===== config.mk =====
export PLATFORM = sky130hd
export DESIGN_NAME = smm_coo_to_csr
export DESIGN_NICKNAME = d
export VERILOG_FILES = /design/src/rtl/smm_coo_to_csr.sv
export SDC_FILE = /design/constraint.sdc
export NUM_CORES = 1
export LEC_CHECK = 0
export BUFFER_PORTS_ARGS = -buffer_cell sky130_fd_sc_hd__clkbuf_2
export CORE_MARGIN = 2
export CORE_UTILIZATION = 40
export DETAILED_ROUTE_END_ITERATION = 16
export MAX_ROUTING_LAYER = met4
export PLACE_DENSITY = 0.62
export SETUP_SLACK_MARGIN = 0.5
export SLEW_MARGIN = 20
export SYNTH_ARGS = -nofsm -noshare
export SYNTH_HDL_FRONTEND = slang
export SYNTH_SLANG_ARGS = --single-unit

===== constraint.sdc =====
create_clock -name clk -period 4.3 [get_ports clk]
set_input_delay 0.86 -clock clk [delete_from_list [all_inputs] [get_ports clk]]
set_output_delay 0.86 -clock clk [all_outputs]
set_load 0.05 [all_outputs]

===== src/rtl/smm_coo_to_csr.sv =====
// COO-to-CSR converter: buffers one descending row-major COO burst and replays it as
// ROWS+1 row pointers followed by ascending elements. Optional macro: SMM_CSR_ORDER_CHECK_EN.
module smm_coo_to_csr #(
  parameter int ROWS  = 32,
  parameter int DEPTH = 64
) (
  input  logic       clk,
  input  logic       rst,
  input  logic       in_valid,
  input  logic [4:0] in_row,
  input  logic [4:0] in_col,
  input  logic [8:0] in_val,
  input  logic       in_done,
  output logic       busy,
  output logic       out_valid,
  output logic       out_kind,
  output logic [5:0] out_idx,
  output logic [6:0] out_ptr,
  output logic [4:0] out_col,
  output logic [8:0] out_val,
  output logic       out_last,
  output logic       err
);
  localparam logic [5:0] LAST_PTR = 6'(ROWS);
  localparam logic [6:0] FULL     = 7'(DEPTH);
  localparam int         AW       = $clog2(DEPTH);

  typedef enum logic [1:0] {S_IDLE, S_LOAD, S_PTR, S_ELEM} state_t;
  state_t state_q, state_d;

  logic [6:0]  nnz_q, nnz_d;
  logic [6:0]  cnt_q [ROWS];
  logic [6:0]  cnt_d [ROWS];
  logic [5:0]  idx_q, idx_d;
  logic [6:0]  acc_q, acc_d;
  logic        err_q, err_d;
  logic [13:0] mem [DEPTH];

  logic          loading, row_ok, full, accept, order_err;
  logic          ptr_end, elem_end, frame_end;
  logic [6:0]    rd_ptr;
  logic [AW-1:0] rd_addr;

  logic       out_valid_q, out_valid_d, out_kind_q, out_kind_d;
  logic [5:0] out_idx_q, out_idx_d;
  logic [6:0] out_ptr_q, out_ptr_d;
  logic [4:0] out_col_q, out_col_d;
  logic [8:0] out_val_q, out_val_d;
  logic       out_last_q, out_last_d, busy_q, busy_d;

  assign loading   = (state_q == S_IDLE) || (state_q == S_LOAD);
  assign row_ok    = {1'b0, in_row} < LAST_PTR;
  assign full      = (nnz_q == FULL);
  assign accept    = loading && in_valid && row_ok && !full;
  assign ptr_end   = (state_q == S_PTR) && (idx_q == LAST_PTR);
  assign elem_end  = (state_q == S_ELEM) && ({1'b0, idx_q} == nnz_q - 7'd1);
  assign frame_end = (ptr_end && (nnz_q == 7'd0)) || elem_end;
  // Stored in arrival (descending) order, so reading top-down yields ascending order.
  assign rd_ptr    = nnz_q - 7'd1 - {1'b0, idx_q};
  assign rd_addr   = rd_ptr[AW-1:0];

  always_ff @(posedge clk) begin
    if (rst) state_q <= S_IDLE;
    else     state_q <= state_d;
  end

  always_comb begin
    state_d = state_q;
    case (state_q)
      S_IDLE, S_LOAD: begin
        if (in_done)       state_d = S_PTR;
        else if (in_valid) state_d = S_LOAD;
      end
      S_PTR:   if (ptr_end)  state_d = (nnz_q != 7'd0) ? S_ELEM : S_IDLE;
      S_ELEM:  if (elem_end) state_d = S_IDLE;
      default: state_d = S_IDLE;
    endcase
  end

`ifdef SMM_CSR_ORDER_CHECK_EN
  logic [9:0] prev_q, prev_d;
  logic       have_q, have_d;

  always_comb begin
    prev_d    = prev_q;
    have_d    = have_q;
    order_err = 1'b0;
    if (accept) begin
      order_err = have_q && !({in_row, in_col} < prev_q);
      prev_d    = {in_row, in_col};
      have_d    = 1'b1;
    end
    if (frame_end) have_d = 1'b0;
  end

  always_ff @(posedge clk) begin
    if (rst) begin
      prev_q <= '0;
      have_q <= 1'b0;
    end else begin
      prev_q <= prev_d;
      have_q <= have_d;
    end
  end
`else
  assign order_err = 1'b0;
`endif

  always_comb begin
    nnz_d = nnz_q;
    cnt_d = cnt_q;
    idx_d = idx_q;
    acc_d = acc_q;
    err_d = err_q | order_err;
    if (accept) begin
      nnz_d         = nnz_q + 7'd1;
      cnt_d[in_row] = cnt_q[in_row] + 7'd1;
    end
    if (loading && in_valid && !accept)     err_d = 1'b1;
    if (!loading && (in_valid || in_done))  err_d = 1'b1;
    if (state_q == S_PTR) begin
      idx_d = ptr_end ? 6'd0 : idx_q + 6'd1;
      acc_d = ptr_end ? 7'd0 : acc_q + cnt_q[idx_q[4:0]];
    end else if (state_q == S_ELEM) begin
      idx_d = elem_end ? 6'd0 : idx_q + 6'd1;
    end
    if (frame_end) begin
      nnz_d = 7'd0;
      for (int r = 0; r < ROWS; r++) cnt_d[r] = 7'd0;
    end
  end

  always_comb begin
    out_valid_d = 1'b0;
    out_kind_d  = 1'b0;
    out_idx_d   = 6'd0;
    out_ptr_d   = 7'd0;
    out_col_d   = 5'd0;
    out_val_d   = 9'd0;
    out_last_d  = 1'b0;
    busy_d      = (state_d == S_PTR) || (state_d == S_ELEM);
    case (state_q)
      S_PTR: begin
        out_valid_d = 1'b1;
        out_idx_d   = idx_q;
        out_ptr_d   = acc_q;
        out_last_d  = ptr_end && (nnz_q == 7'd0);
      end
      S_ELEM: begin
        out_valid_d            = 1'b1;
        out_kind_d             = 1'b1;
        out_idx_d              = idx_q;
        {out_col_d, out_val_d} = mem[rd_addr];
        out_last_d             = elem_end;
      end
      default: ;
    endcase
  end

  always_ff @(posedge clk) begin
    if (accept) mem[nnz_q[AW-1:0]] <= {in_col, in_val};
  end

  always_ff @(posedge clk) begin
    if (rst) begin
      nnz_q       <= '0;
      for (int r = 0; r < ROWS; r++) cnt_q[r] <= '0;
      idx_q       <= '0;
      acc_q       <= '0;
      err_q       <= 1'b0;
      out_valid_q <= 1'b0;
      out_kind_q  <= 1'b0;
      out_idx_q   <= '0;
      out_ptr_q   <= '0;
      out_col_q   <= '0;
      out_val_q   <= '0;
      out_last_q  <= 1'b0;
      busy_q      <= 1'b0;
    end else begin
      nnz_q       <= nnz_d;
      cnt_q       <= cnt_d;
      idx_q       <= idx_d;
      acc_q       <= acc_d;
      err_q       <= err_d;
      out_valid_q <= out_valid_d;
      out_kind_q  <= out_kind_d;
      out_idx_q   <= out_idx_d;
      out_ptr_q   <= out_ptr_d;
      out_col_q   <= out_col_d;
      out_val_q   <= out_val_d;
      out_last_q  <= out_last_d;
      busy_q      <= busy_d;
    end
  end

  assign busy      = busy_q;
  assign out_valid = out_valid_q;
  assign out_kind  = out_kind_q;
  assign out_idx   = out_idx_q;
  assign out_ptr   = out_ptr_q;
  assign out_col   = out_col_q;
  assign out_val   = out_val_q;
  assign out_last  = out_last_q;
  assign err       = err_q;
endmodule


# [Yosys cells after proc, flatten, opt, wreduce, memory -nomap -nowiden]
# Memories as Yosys holds them, arrays and structs flattened. A register that Yosys moved wholly into a read port is not among the register bits.
# Index checks and enable logic that the tools add are counted.
[classes] addsub=6 order_cmp=3 n_eq_ne=8 muxes=27 n_bitwise=5 reduce_logical=26
[op_table] op="$bwmux 224" n=1
[op_table] op="$bmux 7 s5" n=2
[op_table] op="$mux 7" n=6
[op_table] op="$demux 7 s5" n=1
[op_table] op="$mux 6" n=4
[op_table] op="$add 7x1->7 const B" n=2
[op_table] op="$ge 6x6->1 const B" n=2
[op_table] op="$not 5->6" n=2
[op_table] op="$reduce_or 2->1" n=6
[op_table] op="$mux 2" n=5
[op_table] op="$eq 2x2->1 const B" n=4
[op_table] op="$logic_and 1x1->1" n=8
[op_table] op="$add 7x7->7" n=1
[op_table] op="$eq 6x7->1" n=1
[op_table] op="$eq 7x7->1 const B" n=1
[op_table] op="$logic_not 7->1" n=1
[op_table] op="$reduce_bool 7->1" n=1
[op_table] op="$sub 7x1->7 const B" n=1
[op_table] op="$add 6x1->6 const B" n=1
[op_table] op="$eq 6x6->1 const B" n=1
[op_table] op="$lt 6x1->1 const B" n=1
[op_table] op="$mux 1" n=6
[op_table] op="$pmux 2 s3" n=1
[op_table] op="$sub 6x6->6" n=1
[op_table] op="other kinds (7)" n=15
[word_totals] register_bits=264 mem_bits_rw=896 in_bits=23 memories=1
[mem_list] name="mem" words=64 word_bits=14 read_ports=1 rd_clocked_by_memory_dff=1 write_ports=1 line="37" text="logic [13:0] mem [DEPTH];"

# [Longest topological paths before layout]
[logic_depth] depth_word=8 depth_mapped=17

# [Worst setup path after synthesis]
# OpenSTA, ideal clock, no wires.
[synth_path] path_kind="reg-to-reg" start="register idx_q[1]" end="register out_col_q[0], in the netlist out_col[0]" setup_time_ns=0.138 arrival_ns=4.048 path_slack_ns=0.115 stages_incl_launch_ff=13 synth_period_minus_slack_ns=4.185 path_cell_list="dfxtp_1 clkbuf_1 clkbuf_1 clkbuf_1 inv_1 fa_1 clkbuf_1 clkbuf_1 clkbuf_1 mux4_2 mux4_2 a2111oi_0 a211oi_1"
[synth_via] elab_chain_cells=1
[synth_rtl] item="start, declared" line="34" text="logic [5:0] idx_q, idx_d;"
[synth_rtl] item="start signal, assigned" line="182" text="idx_q <= idx_d;"
[synth_rtl] item="$sub 6x6->6" line="59" text="assign rd_ptr = nnz_q - 7'd1 - {1'b0, idx_q};"
[synth_rtl] item="end signal, assigned" line="189" text="out_col_q <= out_col_d;"
[synth_rtl] item="end, declared" line="47" text="logic [4:0] out_col_q, out_col_d;"
# Every way passes these cells.
# A chain may end at the register's enable or synchronous reset.

# [Final worst setup path]
[layout_path] start="register nnz_q[1]" end="register out_col_q[3], in the netlist out_col[3]"
[layout_via] elab_chain_cells=2
[layout_rtl] item="start, declared" line="31" text="logic [6:0] nnz_q, nnz_d;"
[layout_rtl] item="start signal, assigned" line="180" text="nnz_q <= nnz_d;"
[layout_rtl] item="$sub 7x1->7" line="59"
[layout_rtl] item="$sub 6x6->6" line="59"
# Every way passes these cells.

==> flow_metrics.env <==
export IMPL_status="complete, no violations"
export IMPL_drt_iter0_drc=3470
export IMPL_htree_levels=3
export IMPL_ys_seq_area_share_pct=65.9
export IMPL_vias=29454
export IMPL_cap_violations=0
export IMPL_route_detailed_drc=0
export IMPL_pwr_share_comb_pct=14.2
export IMPL_cp_top_family="multiplexers"
export IMPL_cts_tree="yes"
export IMPL_worst_setup_path_start_kind="flip-flop"
export IMPL_cts_hold_buf=0
export IMPL_p_seq_share_pct=46.2
export IMPL_fin_crit_sh_pct=87.0
export IMPL_die_area_mm2=0.126
export IMPL_required_ns=4.91
export IMPL_cts_buffer_depth=3
export IMPL_synthTopCellsByArea="edfxtp_1 55%, mux4_2 16%, dfxtp_1 11%"
export IMPL_yosysTopAreaCellShare_pct=54.6
export IMPL_place_congestion=0.942
export IMPL_synth_commonest_cells="896 x edfxtp_1, 359 x mux4_2, 295 x nand2_1"
export IMPL_rsz0062_at_grt="yes"
export IMPL_antenna_found_initial=3
export IMPL_clk_pin_slew_worst_paths_ns=0.06
export IMPL_tightest_slew_ns=1.14
export IMPL_relSlewSlack_pct=23.6
export IMPL_routedWlPerCell_um=27.8
export IMPL_drt_total_wl_um=137000
export IMPL_nNetsFinal=3234
export IMPL_ys_flop_type="edfxtp_1"
export IMPL_cp_num_buf_inv=4
export IMPL_hp_class="reg -> reg"
export IMPL_postRouteAntennaNets=0
export IMPL_fillers=10363
export IMPL_hold_viol_final=0
export IMPL_netlist_instances=3040
export IMPL_switchingPower_w=0.00651
export IMPL_hold_ws_ns=0.467
export IMPL_synth_area_mm2=0.0492
export IMPL_p_clk_share_pct=39.6
export IMPL_finalMaxSlewViolations=0
export IMPL_ir_drop_mv=0.407
export IMPL_drive_above_1_share_pct=26.9
export IMPL_setup_viol=0
export IMPL_path_cells="inv_1 > ha_1 > inv_1 > fa_4 > buf_12 > buf_16 > mux4_2 > mux4_2 > mux2i_2 > a211oi_1"
export IMPL_post_dp_hpwl_um=83800
export IMPL_pre_cts_slack_ns=-0.0266
export IMPL_rows=128
export IMPL_critPathArrivalTime_ns=4.35
export IMPL_insertion_delay_ns=0.77
export IMPL_grt_pass1_vias=28563
export IMPL_chipWidth_um=355
export IMPL_grt_start_max_net_pins=131
export IMPL_grt_usage_pct=22.1
export IMPL_intPower_w=0.0199
export IMPL_powerDensity_mw_per_mm2=466
export IMPL_yosys_area_top_type="edfxtp_1"
export IMPL_synth_most_common_cell="edfxtp_1"
export IMPL_core_area_mm2=0.122
export IMPL_crit_fanout=51
export IMPL_start_util_pct=40.3
export IMPL_gr_total_overflow=0
export IMPL_areaGrowthSynthToFinish_pct=15.2
export IMPL_fin_skew_ns=0.0937
export IMPL_slowest_delay_ns=0.88
export IMPL_setup_ws_ns=0.557
export IMPL_die_y_um=355
export IMPL_synth_edf_count=896
export IMPL_synth_distinct_cells=68
export IMPL_cts_sinks=1173
export IMPL_io_buffers=54
export IMPL_layout_min_cycle_time_ns=3.74
export IMPL_cts_buffers=116
export IMPL_ys_ff_latch=1173
export IMPL_async_reset_ff_share_pct=0
export IMPL_syn_nets=3083
export IMPL_ios=55
export IMPL_clockRootBuffer="clkbuf_16"
export IMPL_power_leakage_nw=18.1
export IMPL_worstSetupPathType="reg -> reg"
export IMPL_slowest_stage="fa_4"
export IMPL_max_freq_ghz=0.267
export IMPL_yosysWarnings=0
export IMPL_grt_pass1_wl_um=199000
export IMPL_vias_per_cell=6.00
export IMPL_final_util_pct=46.5
export IMPL_cp_end_kind="flip-flop"
export IMPL_avgSynthCellArea_um2=16.2
export IMPL_switching_share_pct=24.6
export IMPL_dr_pass1_iters=6
==> registers in the layout (all words and copies together), names as in the netlist <==
register   cells
mem          896
cnt_q        224
out_val        9
acc_q          7
nnz_q          7
out_ptr        7
idx_q          6
out_idx        6
out_col        5
state_q        2
err            1
out_kind       1
out_last       1
out_valid      1
==> path summary, 6_finish.rpt <==
check	from	end	slack [ns]	depth (start not counted)
max	nnz_q[1]	out_col[3]	0.56	10
min	cnt_q[221]	cnt_q[221]	0.47	2
max reg2reg	nnz_q[1]	out_col[3]	0.56	10
min reg2reg	cnt_q[221]	cnt_q[221]	0.47	2
==> final cells by class <==
type / count / area (µm²) / area share (%)
diodes: 1 / 2.50 / 0.00441
clock buffers: 145 / 3140 / 5.54
clock inverters: 69 / 805 / 1.42
inverters: 24 / 93.8 / 0.165
multi-input cells: 1621 / 16000 / 28.2
flip-flops and latches: 1173 / 32500 / 57.2
well taps: 1625 / 2030 / 3.58
repair buffers: 255 / 2220 / 3.91
==> cells by family (layout without fill, tap and decap cells) <==
family / count (synthesis) / count (layout) / synth area share, %
flops: 1173 / 1173 / 65.9
xor+xnor: 18 / 18 / 0.320
fa+ha+maj: 20 / 20 / 0.539
mux: 466 / 466 / 18.7
compound gates: 380 / 380 / 5.22
buf+inv: 246 / 493 / 2.15
simple gates: 737 / 737 / 7.16
other cells: 0 / 1 / 0
==> power by group through the flow <==
stage	registers, W	logic, W	clock network, W
after floorplan	0.0125	0.00220	0
after global placement	0.0125	0.00349	0
after detailed placement	0.0125	0.00350	0
after CTS	0.0122	0.00368	0.0106
after global routing	0.0122	0.00392	0.0110
final	0.0122	0.00376	0.0105
==> layer usage <==
layer	part of all wire, %	up-vias	wire length [µm]	GRT usage [%]
li1	-	12523	-	-
met1	42	15407	56700	30.1
met2	48	1328	65800	34.6
met3	7.9	196	10800	3.37
met4	2.5	0	3370	6.53
met5	0	-	0	-
==> repair_timing <==
action                     4_1_cts  5_1_grt
setup endpoints to repair       15       17
gates resized for setup         32       27
setup buffers                    1        3
gates cloned                     2        2
pin swaps                        1        3
==> layout by cell type, fill, tap and decap left out, types with 9 or more instances in the layout <==
cell type,synthesis,final
edfxtp_1,896,896
mux4_2,359,359
nand2_1,295,295
dfxtp_1,277,274
buf_4,7,170
a21oi_1,144,144
nor2_1,130,127
clkbuf_16,0,118
nand3_1,117,117
mux2i_1,104,95
clkbuf_2,4,52
o22ai_1,44,44
o311ai_1,41,41
and3_1,39,39
or4_1,33,33
o211ai_1,32,32
a31o_2,31,31
o311ai_0,23,23
buf_12,1,21
inv_1,20,20
clkinv_2,0,20
nor2b_1,18,18
nand4_1,17,17
ha_1,18,17
clkinv_1,1,17
clkbuf_1,135,16
a211oi_1,14,14
nor3_1,13,13
bufinv_16,0,13
clkbuf_8,0,13
nor4_1,12,12
clkinvlp_4,0,9
and2_1,10,9
a2111oi_2,0,9
==> worst min-delay path, stage by stage (launching register included) <==
cell and delay [ns]:
dfxtp_1 0.32, nand2_1 0.05, a21oi_1 0.05
==> metrics by stage <==
step	instance area (µm²)	std cells	power, W	TNS [ns]
4_1_cts	56600	4907	0.0265	0
6_report	56700	4913	0.0264	0
3_3_place_gp	52400	4690	0.0160	0
3_5_place_dp	52400	4690	0.0160	-0.0266
5_1_grt	56700	4913	0.0272	0
2_1_floorplan	49200	3040	0.0147	0
(Power assumes the default switching activity.)
